`config.mk`:
```
export PLATFORM = sky130hd
export DESIGN_NAME = seq_det_sched
export DESIGN_NICKNAME = d
export VERILOG_FILES = /design/src/rtl/seq_det_sched.sv
export SDC_FILE = /design/constraint.sdc
export NUM_CORES = 1
export LEC_CHECK = 0
export CAP_MARGIN = 20
export CORE_ASPECT_RATIO = 0.9
export CORE_MARGIN = 2
export CORE_UTILIZATION = 30
export CTS_BUF_LIST = sky130_fd_sc_hd__clkbuf_4 sky130_fd_sc_hd__clkbuf_8
export CTS_CLUSTER_SIZE = 24
export DETAILED_ROUTE_END_ITERATION = 8
export PLACE_DENSITY = 0.5
export SYNTH_ARGS = -nofsm -noshare
export SYNTH_HDL_FRONTEND = slang
export SYNTH_SLANG_ARGS = --single-unit
```
`constraint.sdc`:
```
create_clock -name clk -period 3.05 [get_ports clk]
set_input_delay 0.7625 -clock clk [delete_from_list [all_inputs] [get_ports clk]]
set_output_delay 0.7625 -clock clk [all_outputs]
set_load 0.05 [all_outputs]
```
`src/rtl/seq_det_sched.sv`:
```
// seq_det_sched: round-robin arbiter feeding one shared serial pattern detector.
// Optional per-channel match counters: define SEQ_DET_SCHED_MATCH_CNT_EN.
module seq_det_sched #(
  parameter int              NCH     = 4,
  parameter int              PW      = 4,
  parameter logic [PW-1:0]   PATTERN = 4'b1011
) (
  input  logic                     clk,
  input  logic                     rst,
  input  logic [NCH-1:0]           req,
  input  logic [NCH-1:0]           bit_in,
  input  logic [NCH-1:0]           flush,
  output logic [NCH-1:0]           gnt,
  output logic                     match_valid,
  output logic [$clog2(NCH)-1:0]   match_ch,
  output logic [NCH-1:0]           busy
`ifdef SEQ_DET_SCHED_MATCH_CNT_EN
  ,
  input  logic [$clog2(NCH)-1:0]   cnt_sel,
  input  logic                     cnt_clr,
  output logic [7:0]               cnt_out
`endif
);

  localparam int CW = $clog2(NCH);
  localparam int FW = $clog2(PW);
  localparam logic [FW-1:0] FMAX = FW'(PW - 1);

  logic [CW-1:0] r_ptr;
  logic [PW-2:0] r_hist [NCH];
  logic [FW-1:0] r_fill [NCH];
  logic [NCH-1:0] r_busy;
  logic          r_mv;
  logic [CW-1:0] r_mch;

  logic [NCH-1:0] w_elig;
  logic [NCH-1:0] w_gnt;
  logic [CW-1:0]  w_win;
  logic [CW-1:0]  w_idx;
  logic           w_any;
  logic           w_match;
  logic [PW-1:0]  w_sh  [NCH];
  logic [FW-1:0]  w_fnx [NCH];

  always_comb begin
    w_elig = req & ~flush;
    if (rst) w_elig = '0;
    w_gnt = '0;
    w_win = '0;
    w_idx = '0;
    w_any = 1'b0;
    for (int i = 0; i < NCH; i++) begin
      w_idx = CW'((int'(r_ptr) + i) % NCH);
      if (!w_any && w_elig[w_idx]) begin
        w_any = 1'b1;
        w_win = w_idx;
      end
    end
    if (w_any) w_gnt[w_win] = 1'b1;
  end

  always_comb begin
    for (int c = 0; c < NCH; c++) begin
      w_sh[c]  = {r_hist[c], bit_in[c]};
      w_fnx[c] = r_fill[c];
      if (flush[c])
        w_fnx[c] = '0;
      else if (w_gnt[c] && r_fill[c] != FMAX)
        w_fnx[c] = r_fill[c] + FW'(1);
    end
  end

  // overlap falls out naturally: history keeps shifting after a match
  assign w_match = w_any
                && (r_fill[w_win] == FMAX)
                && (w_sh[w_win] == PATTERN);

  always_ff @(posedge clk) begin
    if (rst) begin
      r_ptr  <= '0;
      r_mv   <= 1'b0;
      r_mch  <= '0;
      r_busy <= '0;
      for (int c = 0; c < NCH; c++) begin
        r_hist[c] <= '0;
        r_fill[c] <= '0;
      end
    end else begin
      if (w_any) r_ptr <= CW'((int'(w_win) + 1) % NCH);
      r_mv <= w_match;
      if (w_match) r_mch <= w_win;
      for (int c = 0; c < NCH; c++) begin
        if (flush[c])
          r_hist[c] <= '0;
        else if (w_gnt[c])
          r_hist[c] <= w_sh[c][PW-2:0];
        r_fill[c] <= w_fnx[c];
        r_busy[c] <= (w_fnx[c] != '0);
      end
    end
  end

  assign gnt         = w_gnt;
  assign match_valid = r_mv;
  assign match_ch    = r_mch;
  assign busy        = r_busy;

`ifdef SEQ_DET_SCHED_MATCH_CNT_EN
  logic [7:0] r_cnt [NCH];

  // clear wins over a same-cycle increment
  always_ff @(posedge clk) begin
    if (rst || cnt_clr) begin
      for (int c = 0; c < NCH; c++) r_cnt[c] <= '0;
    end else if (w_match && r_cnt[w_win] != 8'hFF) begin
      r_cnt[w_win] <= r_cnt[w_win] + 8'd1;
    end
  end

  assign cnt_out = r_cnt[cnt_sel];
`endif

endmodule

```
==> results.sh <==
export IMPL_crit_path_start_kind="primary input"
export IMPL_critPathKind="in -> out"
export IMPL_ant_nets=0
export IMPL_max_freq_ghz=0.340
export IMPL_final_min_clock_period_ps=2940
export IMPL_clock_root_buffer="clkbuf_8"
export IMPL_viasPerCell=4.87
export IMPL_syn_instance_count=140
export IMPL_cts_buffer_depth=2
export IMPL_place_area_mm2=0.00201
export IMPL_ys_seq_area_frac=0.458
export IMPL_yosysUniqueCellTypes=46
export IMPL_cp_arrival_ps=2180
export IMPL_gr_total_overflow=0
export IMPL_fp_dieH_um=71.8
export IMPL_min_to="match_ch[0]$_SDFFE_PP0P_"
export IMPL_setup_worst_path_end_class="output pin"
export IMPL_syn_area_mm2=0.00153
export IMPL_wl_per_cell_um=14.5
export IMPL_holdWs_ps=491
export IMPL_tritoncts="done"
export IMPL_final_area_mm2=0.00218
export IMPL_vias=1236
export IMPL_postSynthAreaPerCell_um2=10.9
export IMPL_relSlewSlack=0.665
export IMPL_tightest_slew_ps=501
export IMPL_place_congestion=0.808
export IMPL_crit_reg2reg_launch="r_ptr[0]$_SDFFE_PP0N_"
export IMPL_hold_depth=2
export IMPL_clk_latency_ps=280
export IMPL_drc=0
export IMPL_yosysMostFrequentCell="dfxtp_1"
export IMPL_hold_viol=0
export IMPL_synth_edff_count=12
export IMPL_core_area_mm2=0.00489
export IMPL_initial_core_util=0.313
export IMPL_clkTransAtPathRegs_ps=60
export IMPL_yosysTopAreaCell="edfxtp_1"
export IMPL_layout_nets=206
export IMPL_power_density_mw_per_mm2=434
export IMPL_rrSetupSlack_ps=500
export IMPL_antenna_found_initial=0
export IMPL_synth_fp_nets=158
export IMPL_ys_ff_latch=29
export IMPL_synth_common_cells="dfxtp_1, edfxtp_1, nor2_1, nor3_1"
export IMPL_die_area_mm2=0.00569
export IMPL_worstHoldStart="match_ch[0]$_SDFFE_PP0P_"
export IMPL_grt_pass1_vias=1312
export IMPL_drtPass1Iterations=4
export IMPL_ys_async_sr_fraction=0
export IMPL_grt_start_max_net_pins=10
export IMPL_pre_cts_ws_ps=-312
export IMPL_critPathMaxFanout=6
export IMPL_skew_ps=3.36
export IMPL_hold_class="reg -> reg"
export IMPL_rows=24
export IMPL_first_iter_violations=45
export IMPL_ir_drop_v=0.000157
export IMPL_insertedDiodeCount=0
export IMPL_cts_hold_buf=0
export IMPL_nFillCells=475
export IMPL_htree_levels=2
export IMPL_cts_buffers=5
export IMPL_setup_violations=0
export IMPL_outcome="finished, final reports clean"
export IMPL_grt_use_total=0.141
export IMPL_dp_hpwl_um=2810
export IMPL_final_layout_size_suffix_gt1_frac=0.317
export IMPL_period_share=0.964
export IMPL_slew_violations=0
export IMPL_final_cells=254
export IMPL_reg2reg_to="match_ch[1]$_SDFFE_PP0P_"
export IMPL_worstPathRequired_ps=2290
export IMPL_cts_sinks=29
export IMPL_synth_ff_type="dfxtp_1"
export IMPL_area_growth_pct=42.6
export IMPL_synth_top_area_frac=0.235
export IMPL_drv_cap=0
export IMPL_wirelength_um=3690
export IMPL_ys_warn_count=0
export IMPL_p_leak_nw=0.886
export IMPL_rr_worst_depth=9
export IMPL_pin_count=25
export IMPL_io_buffers=24
export IMPL_die_w_um=79.3
export IMPL_grt_pass1_wl_um=6180
export IMPL_setup_slack_ps=109
export IMPL_dp_cells=244
export IMPL_synth_area_leaders="edfxtp_1, dfxtp_1, mux2i_1, nor3_1, and2_1"
## metal layers
layer	global-route usage	wire (um)	up-vias
met2	0.240	1840	27
met3	0.0378	175	5
li1	-	-	612
met4	0.0766	53	0
met1	0.163	1620	592
met5	0	0	-
## area by class of cell
cell class,count,area (um^2),area share
repair buffers,46,439,0.201
clock buffers,8,91.3,0.0419
inverters,4,15.0,0.00688
well taps,65,81.3,0.0373
multi-input cells,102,855,0.392
flip-flops and latches,29,701,0.321
## per-stage QoR
step	TNS (ps)	total power, mW	util
6_report	0	0.947	0.446
5_1_grt	-25.1	0.992	0.446
4_1_cts	-12.6	0.951	0.440
3_5_place_dp	-2260	0.611	0.411
3_3_place_gp	-1380	0.606	0.411
2_1_floorplan	0	0.530	-
## kinds of logic after synthesis
kind of cell,after synthesis,share of synthesized area
AO/OA/AOI/OAI,21,0.115
XOR/XNOR,4,0.0229
adder cells (fa/ha/maj),4,0.0327
buffers and inverters,9,0.0303
flip-flops,29,0.458
multiplexers,9,0.0621
AND/OR/NAND/NOR,64,0.279
## cell usage in the layout, fill, tap and decap left out, types with 5 or more instances in the layout
cell type,n
buf_4,22
dfxtp_1,17
edfxtp_1,12
nor3_1,11
clkdlybuf4s50_1,11
nor2_1,9
mux2i_1,8
and2_1,8
dlygate4sd2_1,7
nand2b_1,5
clkbuf_8,5
## how the worst max path moves through the flow
stage	start	cells past startpoint	slack, ps	end
after floorplan	flush[3]	6	30	gnt[1]
after global placement	flush[1]	9	-260	match_ch[1]$_SDFFE_PP0P_
after detailed placement	flush[1]	9	-310	match_ch[1]$_SDFFE_PP0P_
after CTS	req[2]	7	-10	gnt[0]
after global routing	flush[2]	10	-30	match_ch[1]$_SDFFE_PP0P_
final	flush[2]	6	110	gnt[0]
## power breakdown
group          switching (mW)  internal, mW  leakage, nW
combinational          0.0907        0.0914        0.564
clock                   0.143         0.188       0.0498
sequential             0.0118         0.422        0.272
## registers in the layout, indices dropped and copies added, names as in the netlist
register     cells
r_hist          12
match_valid      1
r_fill           8
busy             4
match_ch         2
r_ptr            2
## repair_timing
action                                  4_1_cts  5_1_grt
endpoints found under the hold margin         0        0
resized for setup                            18        7
endpoints found under the setup margin        5        4
cloned                                        0        0
buffers inserted                              2        0
pin swaps                                     2        2
## critical path, stage by stage
cell,delay [ps]
clkdlybuf4s15_1,370
nand2b_1,200
a211oi_2,60
o31a_1,370
nor3_4,250
buf_12,160
No activity file was read; power rests on OpenSTA's default activity.
